### config.mk
export PLATFORM = sky130hd
export DESIGN_NAME = prog_loader_flat
export DESIGN_NICKNAME = d
export VERILOG_FILES = /design/src/rtl/prog_loader_pkg.sv /design/src/rtl/prog_loader_if.sv /design/src/rtl/prog_byte_packer.sv /design/src/rtl/prog_loader.sv /design/src/flat_wrapper.sv
export SDC_FILE = /design/constraint.sdc
export NUM_CORES = 1
export LEC_CHECK = 0
export CAP_MARGIN = 20
export CORE_MARGIN = 2
export CORE_UTILIZATION = 45
export CTS_CLUSTER_SIZE = 30
export DETAILED_ROUTE_END_ITERATION = 10
export PLACE_DENSITY = 0.71
export SLEW_MARGIN = 20
export SYNTH_ARGS = -nofsm -noshare
export SYNTH_HDL_FRONTEND = slang
export SYNTH_SLANG_ARGS = --single-unit
export TNS_END_PERCENT = 30
### constraint.sdc
create_clock -name clk -period 12.2 [get_ports clk]
set_input_delay 1.83 -clock clk [delete_from_list [all_inputs] [get_ports clk]]
set_output_delay 1.83 -clock clk [all_outputs]
set_load 0.1 [all_outputs]
### src/rtl/prog_loader_pkg.sv
// rtl/prog_loader_pkg.sv - shared widths, stream byte counts and loader FSM states
// Purpose: common definitions for prog_loader, prog_loader_if and prog_byte_packer.
// Ports: none (package). Width macros ADDR_LEN / INSN_LEN / DATA_LEN default to 32
// unless already defined by the project headers.
// Optional feature macro: PROG_LOADER_CKSUM_EN (trailing checksum byte).
`ifndef ADDR_LEN
`define ADDR_LEN 32
`endif
`ifndef INSN_LEN
`define INSN_LEN 32
`endif
`ifndef DATA_LEN
`define DATA_LEN 32
`endif

package prog_loader_pkg;

  localparam int PROG_HDR_BYTES  = 4;
  localparam int PROG_LINE_BYTES = 16;
  localparam int LINE_W          = 4 * `INSN_LEN;
  localparam int AW              = `ADDR_LEN;

  typedef enum logic [2:0] {
    ST_HDR  = 3'd0,
    ST_DATA = 3'd1,
    ST_IWR  = 3'd2,
    ST_DWR  = 3'd3,
    ST_CK   = 3'd4,
    ST_DONE = 3'd5,
    ST_ERR  = 3'd6
  } prog_state_t;

  // 32-bit word k of a 128-bit line, word 0 in the least significant bits.
  function automatic logic [`DATA_LEN-1:0] line_word(input logic [LINE_W-1:0] line,
                                                     input logic [1:0] k);
    return line[{k, 5'b00000} +: `DATA_LEN];
  endfunction

endpackage

### src/rtl/prog_loader_if.sv
// rtl/prog_loader_if.sv - byte-stream input and imem/dmem load-mux output bundle
// Purpose: groups the loader's byte handshake and program-write signals.
// Signals: rx_valid/rx_data/rx_ready byte stream; prog_loading, prog_loadaddr,
// prog_loaddata, prog_imem_we, prog_dmem_we load-mux side; loaded, load_err status.
// Modports: master = the loader, slave = the byte source / load-mux consumer.
`ifndef ADDR_LEN
`define ADDR_LEN 32
`endif
`ifndef INSN_LEN
`define INSN_LEN 32
`endif

interface prog_loader_if;
  logic                     rx_valid;
  logic [7:0]               rx_data;
  logic                     rx_ready;
  logic                     prog_loading;
  logic [`ADDR_LEN-1:0]     prog_loadaddr;
  logic [4*`INSN_LEN-1:0]   prog_loaddata;
  logic                     prog_imem_we;
  logic                     prog_dmem_we;
  logic                     loaded;
  logic                     load_err;

  modport master (
    input  rx_valid, rx_data,
    output rx_ready, prog_loading, prog_loadaddr, prog_loaddata,
           prog_imem_we, prog_dmem_we, loaded, load_err
  );

  modport slave (
    output rx_valid, rx_data,
    input  rx_ready, prog_loading, prog_loadaddr, prog_loaddata,
           prog_imem_we, prog_dmem_we, loaded, load_err
  );
endinterface

### src/rtl/prog_byte_packer.sv
// rtl/prog_byte_packer.sv - byte counter and 128-bit little-endian shift-in register
// Purpose: assembles stream bytes into a line, first byte ending up in [7:0].
// Ports: clk, reset (async, active-high); clear (zero the byte counter);
// shift (accept byte_data); line (assembled line, including a byte being shifted
// this cycle); count (bytes collected in the current group); full (16th byte shifting).
module prog_byte_packer
  import prog_loader_pkg::*;
(
  input  logic              clk,
  input  logic              reset,
  input  logic              clear,
  input  logic              shift,
  input  logic [7:0]        byte_data,
  output logic [LINE_W-1:0] line,
  output logic [3:0]        count,
  output logic              full
);

  logic [LINE_W-1:0] sreg;

  // Bytes enter at the top and move down, so after 16 shifts byte 0 sits in [7:0].
  // Exposing the in-flight value lets the FSM act on the completed line in the
  // same cycle the last byte is accepted.
  assign line = shift ? {byte_data, sreg[LINE_W-1:8]} : sreg;
  assign full = shift && (count == 4'(PROG_LINE_BYTES - 1));

  always_ff @(posedge clk or posedge reset) begin
    if (reset) begin
      sreg  <= '0;
      count <= '0;
    end else begin
      if (shift)
        sreg <= line;
      if (clear)
        count <= '0;
      else if (shift)
        count <= count + 4'd1;   // 4-bit counter wraps after the 16th byte
    end
  end

endmodule

### src/rtl/prog_loader.sv
// rtl/prog_loader.sv - byte-stream program loader writing imem lines and dmem words
// Purpose: parses a 4-byte little-endian line count N followed by N 16-byte lines,
// writes each line to imem (one 128-bit write) then to dmem (four 32-bit writes),
// and holds the core in reset until the image is complete.
// Ports: clk; reset (async, active-high); bus (prog_loader_if.master): byte stream
// in, registered load-mux outputs and sticky loaded/load_err status out.
// Parameter: MAX_LINES - largest accepted N.
// Optional feature macro: PROG_LOADER_CKSUM_EN - one trailing byte must equal the
// mod-256 sum of all data bytes, otherwise the load ends in the error state.
module prog_loader
  import prog_loader_pkg::*;
#(
  parameter int MAX_LINES = 512
) (
  input  logic         clk,
  input  logic         reset,
  prog_loader_if.master bus
);

`ifdef PROG_LOADER_CKSUM_EN
  localparam prog_state_t FINAL_ST = ST_CK;
`else
  localparam prog_state_t FINAL_ST = ST_DONE;
`endif

  prog_state_t state, nxt_state;

  logic [31:0]       n_q, n_d;
  logic [9:0]        cnt_q, cnt_d;
  logic [1:0]        k_q, k_d;
`ifdef PROG_LOADER_CKSUM_EN
  logic [7:0]        sum_q, sum_d;
`endif

  logic              rdy_q, rdy_d;
  logic              loading_q, loading_d;
  logic [AW-1:0]     addr_q, addr_d;
  logic [LINE_W-1:0] data_q, data_d;
  logic              imem_q, imem_d;
  logic              dmem_q, dmem_d;
  logic              loaded_q, loaded_d;
  logic              err_q, err_d;

  logic              xfer;
  logic              pk_shift;
  logic              pk_clear;
  logic [LINE_W-1:0] pk_line;
  logic [3:0]        pk_count;
  logic              pk_full;
  logic              hdr_last;
  logic [31:0]       hdr_n;

  // rx_ready is a register that is high exactly in the receiving states, so a
  // transfer can only happen while the FSM is listening.
  assign xfer     = bus.rx_valid && rdy_q;
  assign pk_shift = xfer && ((state == ST_HDR) || (state == ST_DATA));
  assign hdr_last = xfer && (state == ST_HDR) && (pk_count == 4'(PROG_HDR_BYTES - 1));
  assign pk_clear = hdr_last;     // data bytes must start counting from zero
  assign hdr_n    = pk_line[LINE_W-1 -: 32];

  prog_byte_packer u_packer (
    .clk       (clk),
    .reset     (reset),
    .clear     (pk_clear),
    .shift     (pk_shift),
    .byte_data (bus.rx_data),
    .line      (pk_line),
    .count     (pk_count),
    .full      (pk_full)
  );

  // Byte address of word k of line c; lines are 16 bytes apart.
  function automatic logic [AW-1:0] line_addr(input logic [8:0] c, input logic [1:0] k);
    return AW'({c, k, 2'b00});
  endfunction

  always_comb begin
    nxt_state = state;
    n_d       = n_q;
    cnt_d     = cnt_q;
    k_d       = k_q;
`ifdef PROG_LOADER_CKSUM_EN
    sum_d     = sum_q;
`endif
    imem_d    = 1'b0;
    dmem_d    = 1'b0;
    addr_d    = addr_q;
    data_d    = data_q;

    unique case (state)
      ST_HDR: begin
        if (hdr_last) begin
          n_d = hdr_n;
          if (hdr_n == 32'd0)
            nxt_state = FINAL_ST;
          else if (hdr_n > 32'(MAX_LINES))
            nxt_state = ST_ERR;
          else
            nxt_state = ST_DATA;
        end
      end

      ST_DATA: begin
        if (xfer) begin
`ifdef PROG_LOADER_CKSUM_EN
          sum_d = sum_q + bus.rx_data;
`endif
          if (pk_full) begin
            nxt_state = ST_IWR;
            imem_d    = 1'b1;
            addr_d    = line_addr(cnt_q[8:0], 2'd0);
            data_d    = pk_line;
          end
        end
      end

      // Outputs are registered, so each state prepares the write shown in the next one.
      ST_IWR: begin
        nxt_state = ST_DWR;
        k_d       = 2'd0;
        dmem_d    = 1'b1;
        addr_d    = line_addr(cnt_q[8:0], 2'd0);
        data_d    = {line_word(pk_line, 2'd0), {(LINE_W - `DATA_LEN){1'b0}}};
      end

      ST_DWR: begin
        if (k_q != 2'd3) begin
          k_d    = k_q + 2'd1;
          dmem_d = 1'b1;
          addr_d = line_addr(cnt_q[8:0], k_d);
          data_d = {line_word(pk_line, k_d), {(LINE_W - `DATA_LEN){1'b0}}};
        end else begin
          cnt_d = cnt_q + 10'd1;
          if ({22'd0, cnt_d} == n_q)
            nxt_state = FINAL_ST;
          else
            nxt_state = ST_DATA;
        end
      end

`ifdef PROG_LOADER_CKSUM_EN
      ST_CK: begin
        if (xfer)
          nxt_state = (bus.rx_data == sum_q) ? ST_DONE : ST_ERR;
      end
`endif

      ST_DONE: nxt_state = ST_DONE;
      ST_ERR:  nxt_state = ST_ERR;
      default: nxt_state = ST_ERR;
    endcase

    rdy_d     = (nxt_state == ST_HDR) || (nxt_state == ST_DATA) || (nxt_state == ST_CK);
    loading_d = (nxt_state != ST_DONE);
    loaded_d  = (nxt_state == ST_DONE);
    err_d     = (nxt_state == ST_ERR);
  end

  always_ff @(posedge clk or posedge reset) begin
    if (reset) begin
      state     <= ST_HDR;
      n_q       <= '0;
      cnt_q     <= '0;
      k_q       <= '0;
`ifdef PROG_LOADER_CKSUM_EN
      sum_q     <= '0;
`endif
      rdy_q     <= 1'b0;
      loading_q <= 1'b1;
      addr_q    <= '0;
      data_q    <= '0;
      imem_q    <= 1'b0;
      dmem_q    <= 1'b0;
      loaded_q  <= 1'b0;
      err_q     <= 1'b0;
    end else begin
      state     <= nxt_state;
      n_q       <= n_d;
      cnt_q     <= cnt_d;
      k_q       <= k_d;
`ifdef PROG_LOADER_CKSUM_EN
      sum_q     <= sum_d;
`endif
      rdy_q     <= rdy_d;
      loading_q <= loading_d;
      addr_q    <= addr_d;
      data_q    <= data_d;
      imem_q    <= imem_d;
      dmem_q    <= dmem_d;
      loaded_q  <= loaded_d;
      err_q     <= err_d;
    end
  end

  assign bus.rx_ready      = rdy_q;
  assign bus.prog_loading  = loading_q;
  assign bus.prog_loadaddr = addr_q;
  assign bus.prog_loaddata = data_q;
  assign bus.prog_imem_we  = imem_q;
  assign bus.prog_dmem_we  = dmem_q;
  assign bus.loaded        = loaded_q;
  assign bus.load_err      = err_q;

endmodule
### src/flat_wrapper.sv
// flat-port wrapper written by rule: the top's interface ports become plain ports
module prog_loader_flat import prog_loader_pkg::*;
#(
  parameter int MAX_LINES = 512
)
  (clk, reset, bus_rx_valid, bus_rx_data, bus_rx_ready, bus_prog_loading, bus_prog_loadaddr, bus_prog_loaddata, bus_prog_imem_we, bus_prog_dmem_we, bus_loaded, bus_load_err);
  prog_loader_if bus_i ();
  input  logic clk;
  input  logic reset;
  input wire logic [$bits(bus_i.rx_valid)-1:0] bus_rx_valid;
  input wire logic [$bits(bus_i.rx_data)-1:0] bus_rx_data;
  output wire logic [$bits(bus_i.rx_ready)-1:0] bus_rx_ready;
  output wire logic [$bits(bus_i.prog_loading)-1:0] bus_prog_loading;
  output wire logic [$bits(bus_i.prog_loadaddr)-1:0] bus_prog_loadaddr;
  output wire logic [$bits(bus_i.prog_loaddata)-1:0] bus_prog_loaddata;
  output wire logic [$bits(bus_i.prog_imem_we)-1:0] bus_prog_imem_we;
  output wire logic [$bits(bus_i.prog_dmem_we)-1:0] bus_prog_dmem_we;
  output wire logic [$bits(bus_i.loaded)-1:0] bus_loaded;
  output wire logic [$bits(bus_i.load_err)-1:0] bus_load_err;
  assign bus_i.rx_valid = bus_rx_valid;
  assign bus_i.rx_data = bus_rx_data;
  assign bus_rx_ready = bus_i.rx_ready;
  assign bus_prog_loading = bus_i.prog_loading;
  assign bus_prog_loadaddr = bus_i.prog_loadaddr;
  assign bus_prog_loaddata = bus_i.prog_loaddata;
  assign bus_prog_imem_we = bus_i.prog_imem_we;
  assign bus_prog_dmem_we = bus_i.prog_dmem_we;
  assign bus_loaded = bus_i.loaded;
  assign bus_load_err = bus_i.load_err;
  prog_loader #(.MAX_LINES(MAX_LINES)) u_core (.clk(clk), .reset(reset), .bus(bus_i));
endmodule
# Yosys cells after proc, flatten, opt, wreduce, memory -nomap -nowiden
# Index checks and enable logic that the tools add are counted.
# op_classes
reduce_logical	18
n_mux	26
eq_ne	16
bitwise_logic	1
shifts	1
n_addsub	3
magnitude_cmp	1
# ops
op	count
$mux W128	4
$pmux W128 S3	1
$shiftx A128 B8 Y32	1
$mux W32	3
$pmux W32 S3	1
$eq A10 B32 Y1	1
$gt A32 B10 Y1 const B	1
$logic_not A32 Y1	1
$mux W3	7
$pmux W3 S5	1
$eq A3 B3 Y1 const B	4
$add A10 B1 Y10 const B	1
$mux W4	2
$eq A3 B1 Y1 const B	2
$eq A3 B2 Y1 const B	2
$logic_not A3 Y1	2
$ne A2 B1 Y1 const B	3
$reduce_and A2 Y1	3
$logic_and A1 B1 Y1	5
$add A4 B1 Y4 const B	1
$eq A4 B2 Y1 const B	1
$eq A4 B4 Y1 const B	1
$mux W1	4
$pmux W2 S2	1
other kinds (10)	13
# totals
output_inout_bits	166
inputBits	11
elab_cells	80
register_bits	345

# Logic depth before layout (Yosys ltp)
# Gate-level depths: netlist (run 1).
# logic_depth
depth_word	12
ltp_mapped	9
ltp_nobuf	8

# Hierarchy
# Synthesis (run 1) repeated with hierarchy kept, for this count alone.
# hier_totals
cells_unflattened	1363
area_unflattened_um2	15911.5
# modules_own_cells
module	instances	seq_area_each_um2	area_each_um2	cells_per_inst
prog_loader	1	4805.9	9313.9	932
prog_byte_packer	1	3303.2	6597.6	431

# Worst setup path after synthesis (run 1)
# Ideal clock, no wire load.
# synth_path
path_type	in2reg
from	input bus_rx_valid
to	register u_core.data_q[114], in the netlist u_core.bus.prog_loaddata[114]
setup_slack_ns	8.624
arrival_ns	3.444
path_buffers	3
setup_time_ns	0.133
t_required_ns	12.067
stages	8
cell_sequence	nor4bb_1 > buf_2 > buf_2 > buf_4 > mux2i_1 > mux2i_1 > a221oi_1 > a21oi_1
# synth_between
elab_chain_len	6
word_cells_on_any_way	12
classes_between	eq/ne (2); shift (1); mux (5); reduce/logical (4)
# synth_lines
element	line_no	rtl
from (decl)	flat_wrapper.sv:10	input wire logic [$bits(bus_i.rx_valid)-1:0] bus_rx_valid;
$logic_and A1 B1 Y1 (*)	prog_loader.sv:55	assign xfer = bus.rx_valid && rdy_q;
$logic_and A1 B1 Y1	prog_loader.sv:56	assign pk_shift = xfer && ((state == ST_HDR) || (state == ST_DATA));
$mux W128	prog_byte_packer.sv:24	assign line = shift ? {byte_data, sreg[LINE_W-1:8]} : sreg;
$shiftx A128 B8 Y32 or $mux W128 (tied branches)	prog_loader_pkg.sv:36, prog_loader.sv:108	
$mux W128 (on tied branches)	prog_loader.sv:127, prog_loader.sv:104	
$pmux W128 S3	prog_loader.sv:90	unique case (state)
to (signal assigned)	prog_loader.sv:187	data_q <= data_d;
to (decl)	prog_loader.sv:38	logic [LINE_W-1:0] data_q, data_d;
# Every way passes the cells marked *; elsewhere a longest branch is shown, timed or not. The select of a mux whose other input is x is not followed.
# A chain may end at the register's enable or synchronous reset.

# Worst setup path after layout (run 1)
# layout_path
from	input bus_rx_valid
to	register u_core.data_q[120], in the netlist u_core.bus.prog_loaddata[120]
# Same word-level chain as after synthesis.

==> results.md, run 1 <==
Status:
- The run finished with clean final reports.

Clock network:
- The number of gates resized after CTS was 0.
- The maximum count of clock buffers along a single path is 3.
- The root buffer selected by CTS is clkbuf_16.
- The tree built by TritonCTS fans out to 324 sinks.
- The post-CTS clock slew at the launch and capture registers of the worst setup and hold paths is about 0.060 ns.
- The count of H-tree levels built during CTS is 2.
- The number of buffers added by the clock tree synthesis step is 35.
- The number of buffers inserted by hold repair at cts is 0.
- At the later pin of the worst-skew pair, clock insertion delay measures ~0.52 ns.
- The number of setup buffers added after CTS is 0.
- The TritonCTS clock tree is built.

Critical path:
- The cell type of the slowest stage on the worst timing path is buf_4.
- The most repeated library cell on the critical path is buf_4.
- The worst setup path is launched from an input pin.
- STA classifies the critical path endpoint as a register.
- The arrival time of data at the critical path endpoint is roughly 5.8 ns.
- The number of buffer and inverter stages on the critical path is 3.
- The data required time of the worst path is approximately 13 ns.
- The startpoint-to-endpoint class of the critical path is input pin to register.
- For this run, the slowest stage of the critical path takes about 0.93 ns.
- The largest fanout of any net on the critical path is between 70 and 80.
- The critical path goes through clkdlybuf4s50_1, nor4bb_4, buf_4, buf_4, mux2i_1, o22ai_1, a221oi_1, a21oi_1.
- Among cell families on the critical path, the largest total delay comes from buffers and inverters.

Detailed routing:
- The post-route DRC violation count is 0.
- The number of DRC markers after the initial detailed-route iteration is 1049.
- The post-detailed-route via-to-cell ratio is around 5.7.
- Before antenna repair, the detailed router went through 5 iterations.
- The total wire length after detailed routing is between 40000 and 50000 um.
- The count of nets left with antenna violations once routing finished came out at 0.
- The count of vias placed by the detailed router is between 10000 and 15000.
- Dividing the detail-routed wire length by the instance count gives between 20 and 25 um.

Placed design:
- The port buffer count is about 160.
- Once detailed placement completed, the half-perimeter wirelength came to 28200 um.
- Timing analysis after detailed placement gives a worst setup slack of 6.41 ns.
- The congestion estimate from routability-driven global placement came to 0.901.

Floorplanning:
- The core region is ~31000 um^2.
- The die extent in x is 182 um.
- The floorplan die height is 182 um.
- The floorplan has 65 rows.
- In this run the count of I/O pins placed on the die edge is approximately 180.
- The area of the die is between 30000 and 40000 um^2.
- The initial utilization of the core area, before any placement, comes to between 40% and 50%.

Timing:
- The count of endpoints failing setup in the final report is 0.
- Hold is met by ~0.48 ns.
- The period utilization is 44.5%.
- Across the routed clock network, the largest skew measured is between 0.015 and 0.02 ns.
- For the pin with the worst max-slew slack, the measured transition is roughly 1.1 ns.
- The minimum clock period after layout is approximately 5.4 ns.
- Setup repair after global routing left no endpoint under its margin.
- The count of pins over their slew limit is 0.
- The number of hold violations in the final report came to 0.
- The worst slew margin relative to its limit is between 20 and 30%.
- The maximum clock frequency is approximately 180 MHz.
- The final sum of negative setup slack is 0 ns.
- The least setup slack across all paths after layout is between 6 and 7 ns.

Global routing:
- The wire length of the first global-routing pass is ~64000 um.
- Summed over all layers, the global routing overflow is 0.
- The number of global-route vias before repair is between 10000 and 15000.
- The initial antenna violation count was 1.
- Entering global routing, the biggest net connects 97 pins.
- Global routing consumed, over all layers together, 25.1% of the routing resources.

Finish:
- Compared with the post-synthesis result, the final layout area differs by 19.9%.
- The post-route netlist has around a tenth of its cells at a drive strength greater than 1.
- The number of antenna diodes in the final layout is 0.
- For this run, the post-layout net count is 1462.

Logic synthesis:
- After synthesis, the cell types taking the most area are dfrtp_1 (57%), mux2i_1 (7.5%), mux2_2 (4.9%).
- After synthesis, the netlist uses 55 different library cells.
- dfrtp_1 takes more of the synthesized area than any other cell.
- Yosys printed 0 warnings.
- Ranked by instance count, the synthesized netlist is headed by dfrtp_1 (323), nand2_1 (175), o21ai_0 (130).
- The share of the synthesized area in the top cell type is ~57%.
- The average instance in the mapped netlist occupies approximately 11 um^2.
- The part of the Yosys area used for sequential elements is 57.1%.
- Yosys mapped a number of flops with a built-in enable equal to 0.
- The synthesized cell area is approximately 14000 um^2.
- The async set or reset register ratio after synthesis is 100%.
- After technology mapping, the gate count stands at ~1300.
- The most frequent cell after synthesis is dfrtp_1.
- The most used flip-flop cell after synthesis is dfrtp_1.
- In this run, synthesis produced a sequential element count of between 300 and 400.

Power:
- The analysis attributes to cell leakage a power of around 8 nW.
- IR analysis of the VDD net gives a maximum drop of slightly below 0.08 mV.
- The power per unit of standard cell area is around 130 nW/um^2.

Flow run:
- Across the run, the number of max-cap violations was 0.

Min path:
- The type of the worst min-delay path is register to register.
==> layout by cell type, fill, tap and decap left out, types with 8 or more instances in the layout <==
cell type and n:
o21ai_0 130, o311ai_0 24, clkdlybuf4s50_1 155, nor2_1 21, dfrtp_1 323, a21oi_1 38, nand3_1 105, o22ai_1 32
and3_1 8, xnor2_1 15, inv_1 82, clkbuf_1 11, nand2_1 174, conb_1 21, nor4_1 13, buf_4 14
nand4_1 9, clkbuf_16 37, mux2_2 62, mux2i_1 106
==> layer usage <==
layer / up-vias / track usage [%] / wire length (um)
li1: 4836 / - / -
met1: 5315 / 34.0 / 16700
met2: 464 / 38.5 / 18700
met3: 96 / 5.78 / 3270
met4: 2 / 11.6 / 1970
met5: - / 0 / 10
==> final timing paths <==
| check | start | endpoint | slack, ns | depth (start not counted) |
|---|---|---|---|---|
| min in group asynchronous | reset | u_core.bus.prog_loaddata[44] | 1.83 | 2 |
| setup reg to reg | u_core.state[2] | u_core.bus.prog_loaddata[120] | 8.07 | 7 |
| setup / recovery | bus_rx_valid | u_core.bus.prog_loaddata[120] | 6.77 | 8 |
| max in group asynchronous | reset | u_core.u_packer.sreg[46] | 8.22 | 4 |
| hold / removal | u_core.n_q[25] | u_core.n_q[25] | 0.48 | 2 |
| hold reg to reg | u_core.n_q[25] | u_core.n_q[25] | 0.48 | 2 |
==> state kept, by name, indices dropped and copies added, names as in the netlist <==
name                      cells
u_core.bus.loaded             1
u_core.bus.prog_dmem_we       1
u_core.n_q                   32
u_core.k_q                    2
u_core.cnt_q                 10
u_core.state                  3
u_core.bus.load_err           1
u_core.bus.prog_imem_we       1
u_core.bus.prog_loaddata    128
u_core.bus.prog_loading       1
u_core.u_packer.count         4
u_core.bus.prog_loadaddr     11
u_core.u_packer.sreg        128
u_core.bus.rx_ready           1
==> stage by stage <==
step | total power, W | util (%) | instance area, um^2 | std cells
2_1_floorplan | 0.00114 | - | 14300 | 1357
6_report | 0.00214 | 54.3 | 17000 | 1874
3_5_place_dp | 0.00115 | 50.8 | 15900 | 1813
5_1_grt | 0.00220 | 54.3 | 17000 | 1874
3_3_place_gp | 0.00115 | 50.8 | 15900 | 1813
4_1_cts | 0.00216 | 54.3 | 17000 | 1874
==> final cells by class <==
class / count / area, um^2
Clock inverter: 7 / 42.5
Multi-Input combinational cell: 834 / 5330
Timing Repair Buffer: 170 / 1670
Tap cell: 402 / 503
Fill cell: 2653 / 14300
Sequential cell: 324 / 8110
Clock buffer: 54 / 1050
Inverter: 83 / 319
==> report_power, final <==
group	internal (W)	total, W	leakage, nW	switching (W)
Sequential	0.00107	0.00107	4.51	0
Combinational	0.00000396	0.0000540	3.10	0.0000500
Clock	0.000593	0.00101	0.540	0.000420
Total	0.00167	0.00214	8.15	0.000470
==> cell families after synthesis <==
| group | synth area share, % |
|---|---|
| AND/OR/NAND/NOR | 11.9 |
| adder cells (fa/ha/maj) | 0.264 |
| AO/OA/AOI/OAI | 10.8 |
| other | 0.0264 |
| flip-flops | 57.1 |
| multiplexers | 12.6 |
| buffers and inverters | 6.25 |
| XOR/XNOR | 1.17 |
==> worst min-delay path: stages, from the launching register on <==
cell     delay (ns)
dfrtp_1        0.34
nand2_1        0.05
o21ai_0        0.06
Power figures use the tool's default switching activity.
==> run 2: changes to the inputs <==
--- a/config.mk
+++ b/config.mk
@@ -10,7 +10,7 @@
 export CORE_UTILIZATION = 45
 export CTS_CLUSTER_SIZE = 30
 export DETAILED_ROUTE_END_ITERATION = 10
-export PLACE_DENSITY = 0.71
+export PLACE_DENSITY = 0.73
 export SLEW_MARGIN = 20
 export SYNTH_ARGS = -nofsm -noshare
 export SYNTH_HDL_FRONTEND = slang
==> constraint.sdc (replaced) <==
create_clock -name clk -period 4.85 [get_ports clk]
set_input_delay 0.7275 -clock clk [delete_from_list [all_inputs] [get_ports clk]]
set_output_delay 0.7275 -clock clk [all_outputs]
set_load 0.1 [all_outputs]
==> run 2 against run 1 <==
Flip-flop and latch count is the same. Global-route usage fell by 0.50 points. Register-to-register slack lost 6.4 ns. Worst setup slack got worse by 5.3 ns. Final cell count rose by 0.43%. Power grew to 2.6 times the previous value. Critical endpoint is now u_core.bus.prog_loaddata[126]. Largest cell class unchanged. Largest power group is now the clock network.
==> results.md, run 2 (synthesized netlist as in run 1, its figures left out) <==
Detailed routing:
- In the final routed layout, each cell accounts on average for about 22 um.
- The first detailed-routing pass ran for 5 iterations.
- Summed over all layers, the routed wires come to ~40000 um.
- The number of nets with antenna violations after routing is 0.
- For this run, design rule violations remaining after detail routing come to 0.
- The count of vias placed by the detailed router is ~11000.
- After the first detailed-routing iteration, the DRC count stood at approximately 1100.
- The post-detailed-route via-to-cell ratio is 5.77.

Finish:
- At the end of the flow, the number of nets in the layout was roughly 1500.
- The filler cells instantiated in the layout total between 2000 and 3000.
- After routing the design area is around 17000 um^2.
- 0 antenna diodes ended up in the layout.
- Leaving out fill and tap cells, the most frequent cell in the layout is dfrtp_1.
- The combined area of the multi-input logic cells is 5320 um^2.
- Relative to the synthesized area, the layout overhead comes to 21.2%.
- The sequential cell area is about 8000 um^2.
- The post-route netlist has between 10% and 20% of its cells at a drive strength greater than 1.
- The library cells used most frequently in the layout, excluding fill and tap cells, are dfrtp_1 (323), nand2_1 (174), clkdlybuf4s50_1 (155).

Timing:
- Based on the critical path, the design can be clocked at up to roughly 300 MHz.
- Adding up every negative setup slack in the final design gives 0 ns.
- The worst slew margin relative to its limit is between 30% and 40%.
- The final setup skew is between 0.015 and 0.02 ns.
- The minimum clock period after layout is approximately 3.3 ns.
- The count of endpoints failing setup in the final report is 0.
- The least setup slack across all paths after layout is roughly 1.5 ns.
- The period utilization is ~69%.
- The worst hold margin is ~0.48 ns.
- Setup repair after global routing left no endpoint under its margin.
- The number of hold violations in the final report was 0.
- The actual slew at the worst max-slew pin is 0.985 ns.
- The count of pins over their slew limit is 0.

Floorplanning:
- The floorplan step defined a core boundary enclosing between 30000 and 40000 um^2.
- The I/O pin count is 177.
- The floorplan die height is between 150 and 200 um.
- The die extent in x is between 150 and 200 um.
- The die covers approximately 33000 um^2.
- The initial utilization of the core area, before any placement, comes to approximately 45%.
- In this run the core area contains 65 standard-cell rows.

Placed design:
- Routability-driven placement finished with a final weighted congestion of ~0.9.
- The placed instance area is approximately 16000 um^2.
- Detailed placement finished with a half-perimeter wire length of 28300 um.
- OpenSTA, run right after detailed placement, puts the worst setup slack at ~1.1 ns.
- The port buffer count is around 160.

Status:
- The flow ran to the end, and the final reports show no timing, DRC or antenna violations.

Clock network:
- Once the clock tree was built, the setup fixing pass inserted 0 buffers.
- The TritonCTS clock tree is built.
- Clock tree synthesis found a total of approximately 320 sinks.
- The count of H-tree levels built during CTS is 2.
- The count of cells resized by post-cts repair is 0.
- The root buffer cell chosen for the clock tree is clkbuf_16.
- After clock tree synthesis, the flow added hold-fix buffers numbering 0.
- The maximum count of clock buffers along a single path is 3.
- The insertion delay to the later sink of the worst-skew pair is about 0.52 ns.
- Counting the buffers created by CTS gives 34.
- The post-CTS clock slew at the launch and capture registers of the worst setup and hold paths is around 0.06 ns.

Global routing:
- The number of global-route vias before repair was ~10000.
- The initial antenna violation count is 2.
- For this run the aggregate overflow at the end of global routing stands at 0.
- The largest net degree at the start of global routing is about 140.
- The overall global routing resource usage is between 20% and 30%.
- The first global-routing pass estimated 62400 um of wire.

Critical path:
- The beginning of the worst register-to-register path is u_core.state[2].
- STA classifies the critical path startpoint as an input pin.
- By startpoint and endpoint, the worst setup path is classified as input pin to register.
- The worst setup path startpoint is bus_rx_valid.
- Along the worst path, the maximum fanout reaches 22.
- At the worst endpoint, the arrival time is approximately 3.7 ns.
- Data on the critical path is required at its endpoint by roughly 5.2 ns.
- The nature of the critical path endpoint is a register.

Power:
- The leakage power is approximately 8.2 nW.
- The worst voltage drop across the vdd grid is about 0.21 mV.
- The power per unit of standard cell area is approximately 320 nW/um^2.

Min path:
- The type of the worst min-delay path is register to register.
- The origin of the worst min-delay path is u_core.n_q[15].

Flow run:
- The max-capacitance violation count is 0.
## run 2: cell count changes in the layout (fill, tap and decap cells not counted), sizes merged
cell      change
buf           +8
clkinv        -1
inv           -1
clkbuf        -3
clkinvlp      +3
bufinv        +2
## run 2: through the flow
stage          std cells  utilization, %  total power [W]
4_1_cts             1882            54.9          0.00558
5_1_grt             1882            54.9          0.00571
3_3_place_gp        1821            51.2          0.00289
6_report            1882            54.9          0.00555
3_5_place_dp        1821            51.2          0.00289
2_1_floorplan       1357               -          0.00288
## run 2: area by class of cell
class                   count  area share (%)
flip-flops and latches    324            47.1
well taps                 402            2.92
multi-input cells         834            30.9
clock inverters            10           0.611
repair buffers            178            10.3
clock buffers              51            6.27
inverters                  83            1.83
## run 2: critical path: stages
cell	delay, ns
clkdlybuf4s50_1	0.48
nor4bb_4	0.61
buf_4	0.42
mux2i_1	0.66
o22ai_1	0.23
a2111oi_0	0.48
a31oi_1	0.08
## run 2: final timing paths
check / to / slack [ns] / depth (start not counted)
max in group asynchronous: u_core.bus.prog_loaddata[85] / 3.29 / 3
hold reg to reg: u_core.n_q[15] / 0.48 / 2
setup reg to reg: u_core.bus.prog_loaddata[126] / 1.67 / 6
setup / recovery: u_core.bus.prog_loaddata[126] / 1.50 / 7
min in group asynchronous: u_core.u_packer.sreg[117] / 0.51 / 2
hold / removal: u_core.n_q[15] / 0.48 / 2
## run 2: power by group
| group | internal (W) | switching [W] | total (W) |
|---|---|---|---|
| combinational | 0.0000118 | 0.000126 | 0.000138 |
| sequential | 0.00270 | 0 | 0.00270 |
| clock | 0.00165 | 0.00107 | 0.00271 |
## run 2: metal layers
layer	vias up	track usage (%)	part of all wire, %
li1	4862	-	-
met1	5382	34.1	41
met2	508	37.1	45
met3	110	4.71	8.0
met4	4	12.6	5.4
met5	-	0	0.057
==> run 3: changes to the inputs <==
--- a/config.mk
+++ b/config.mk
@@ -10,7 +10,7 @@
 export CORE_UTILIZATION = 45
 export CTS_CLUSTER_SIZE = 30
 export DETAILED_ROUTE_END_ITERATION = 10
-export PLACE_DENSITY = 0.73
+export PLACE_DENSITY = 0.71
 export SLEW_MARGIN = 20
 export SYNTH_ARGS = -nofsm -noshare
 export SYNTH_HDL_FRONTEND = slang
==> constraint.sdc (replaced) <==
create_clock -name clk -period 3.15 [get_ports clk]
set_input_delay 0.4725 -clock clk [delete_from_list [all_inputs] [get_ports clk]]
set_output_delay 0.4725 -clock clk [all_outputs]
set_load 0.1 [all_outputs]
==> run 3 against run 2 <==
Wire length increased by 4.9%. Largest cell class unchanged. Clock skew increased by 0.014 ns. Combinational power increased by 61%. Critical endpoint unchanged. Register-to-register slack got worse by 1.1 ns. Die area unchanged.
==> results.md, run 3 (synthesized netlist as in run 1, its figures left out) <==
Timing:
- The worst path uses 82.2% of the clock period.
- The count of pins over their slew limit is 0.
- The minimum clock period after layout is approximately 2.6 ns.
- The maximum clock frequency is 386 MHz.
- The actual slew at the worst max-slew pin is 0.721 ns.
- The number of hold violations in the final report is 0.
- Setup repair after global routing left no endpoint under its margin.
- Clock skew on the completed layout was measured at about 0.033 ns.
- The count of endpoints failing setup in the final report is 0.
- Setup total negative slack on the finished layout was measured at 0 ns.
- Measured against its own limit, the worst slew margin works out to between 50% and 60%.

Finish:
- In the layout the commonest cells are dfrtp_1 (323), buf_4 (229), nand2_1 (174).
- The most common cell after layout, fill and taps aside is dfrtp_1.
- After the last flow step, the layout net total stands at ~1500.
- The sequential cell area is approximately 8100 um^2.
- The final-layout fill cell count is about 2700.
- Summing all multi-input logic gate instances after layout gives roughly 5300 um^2.
- The area added between synthesis and finish is 22.3%.
- The ratio of cells with drive above 1 in the final layout is a little under a quarter.
- Excluding fillers, the count of instances in the completed layout stands at 1952.
- The number of diodes added for antenna fixing is 0.

Clock network:
- The number of setup buffers added after CTS is 0.
- The post-CTS clock slew at the launch and capture registers of the worst setup and hold paths is roughly 0.060 ns.
- Clock tree synthesis selected as its root buffer the cell clkbuf_16.
- The longest clock path from root to sink contains 3 buffers.
- The insertion delay to the later sink of the worst-skew pair is 0.53 ns.
- In this run the number of H-tree levels came out at 2.
- Counting every sink on the clock net gives 324.
- The TritonCTS clock tree is built.
- The number of buffers added by the clock tree synthesis step is 35.
- Once the clock tree was built, the resizer swapped 0 gates to a different size.
- The number of buffers inserted by hold repair at cts is 0.

Detailed routing:
- The first-pass detailed-route iteration total is 5.
- The routed wirelength normalized by instance count is around 22 um.
- The routed layout has between 10000 and 15000 vias.
- The post-detailed-route via-to-cell ratio is ~5.7.
- Summed over all layers, the routed wires come to ~43000 um.
- In this run, the number of DRC markers left after iteration 0 of detailed routing was 1032.
- The number of nets with antenna violations after routing is 0.
- The post-route DRC violation count is 0.

Placed design:
- The count of placed standard cells including taps is about 1900.
- The total half-perimeter wirelength after legalization and detailed placement is 30500 um.
- The port buffer count is between 150 and 200.
- The final estimated routing congestion in global placement is ~0.93.

Floorplanning:
- The I/O pin count is around 180.
- The area of the core is 31300 um^2.
- The die covers 33000 um^2.
- The floorplan die height is roughly 180 um.
- Once the floorplan was initialized, standard cells occupied 45.3% of the core.
- The floorplan has between 60 and 70 rows.
- The die is between 150 and 200 um wide.

Flow run:
- The max-capacitance violation count is 0.

Critical path:
- STA classifies the critical path endpoint as a register.
- Along the worst path, the maximum fanout reaches 20.
- For the worst setup path, the data arrival time is 2.97 ns.
- The signal on the critical path passes through nor4bb_4, buf_4, buf_12, mux2i_1, inv_1, nor2_1, a21oi_1, a2111oi_0, a31oi_1.
- The critical path in this run is classified as register to register.
- The data required time of the worst path is about 3.5 ns.
- STA classifies the critical path startpoint as a register.
- For this design, the slowest cell found on the critical path is dfrtp_1.
- The maximum cell stage delay along the critical path is approximately 0.48 ns.

Global routing:
- The initial antenna violation count is 0.
- The number of global-route vias before repair is 10900.
- The largest net degree at the start of global routing is about 150.
- For this run the aggregate overflow at the end of global routing stands at 0.
- Global routing used about 26% of the available tracks across all layers.
- The wire length of the first global-routing pass is around 65000 um.

Power:
- Dividing total power by cell area gives a power density of just under 500 nW/um^2.
- Summed over all cells, the static leakage comes to between 8 and 9 nW.
- Summing internal, switching and leakage power gives 0.00846 W.
- Across the VDD grid, the largest voltage drop is 0.328 mV.

Status:
- The run finished with clean final reports.

Min path:
- The type of the worst min-delay path is input pin to asynchronous set/reset pin.
==> run 3: cell count changes in the layout (fill, tap and decap cells not counted), sizes merged <==
cell / previous run / this run
clkdlybuf4s50: 155 / 10
clkbuf: 51 / 52
bufinv: 2 / 1
clkinvlp: 3 / 2
buf: 23 / 237
clkinv: 6 / 5
inv: 82 / 85
==> run 3: layout make-up <==
class / count / area share (%)
clock buffers: 52 / 6.05
clock inverters: 10 / 0.512
inverters: 83 / 1.82
multi-input cells: 834 / 30.6
flip-flops and latches: 324 / 46.7
well taps: 402 / 2.90
repair buffers: 247 / 11.4
==> run 3: per-stage QoR <==
stage	setup WS, ns	utilization [%]	area, um^2	hold slack [ns]
after detailed placement	0.0885	51.8	16200	0.471
after CTS	0.562	55.4	17400	0.423
final	0.560	55.4	17400	0.398
after global routing	0.300	55.4	17400	0.438
after floorplan	-1.64	-	14300	0.450
after global placement	0.0624	51.8	16200	0.463
==> run 3: final timing paths <==
path / slack, ns / start / to / depth (start not counted)
max in group asynchronous: 1.83 / reset / u_core.bus.prog_loadaddr[4] / 3
max reg2reg: 0.56 / u_core.state[2] / u_core.bus.prog_loaddata[126] / 9
min reg2reg: 0.49 / u_core.n_q[19] / u_core.n_q[19] / 2
min: 0.40 / reset / u_core.bus.prog_loaddata[46] / 2
min in group clk: 0.49 / u_core.n_q[19] / u_core.n_q[19] / 2
max: 0.56 / u_core.state[2] / u_core.bus.prog_loaddata[126] / 9
==> run 3: metal layers <==
layer / routed length [um] / vias up / global-route usage (%)
met5: 0 / - / 0
met4: 1880 / 0 / 11.5
met3: 3140 / 98 / 5.13
met2: 19800 / 454 / 40.2
met1: 17800 / 5539 / 35.2
li1: - / 4995 / -
==> run 3: critical path, delay by kind of cell (launching register included) <==
| kind | cells | cell delay, ns |
|---|---|---|
| and+or+nand+nor | 2 | 0.49 |
| AOI/OAI and AO/OA | 3 | 0.53 |
| muxes | 1 | 0.44 |
| buffers and inverters | 3 | 0.50 |
| DFF | 1 | 0.48 |
==> run 3: report_power, final <==
| part | switching (W) | leakage (nW) | internal (W) |
|---|---|---|---|
| clock | 0.00168 | 0.565 | 0.00239 |
| sequential | 0 | 4.51 | 0.00416 |
| combinational | 0.000198 | 3.76 | 0.0000239 |
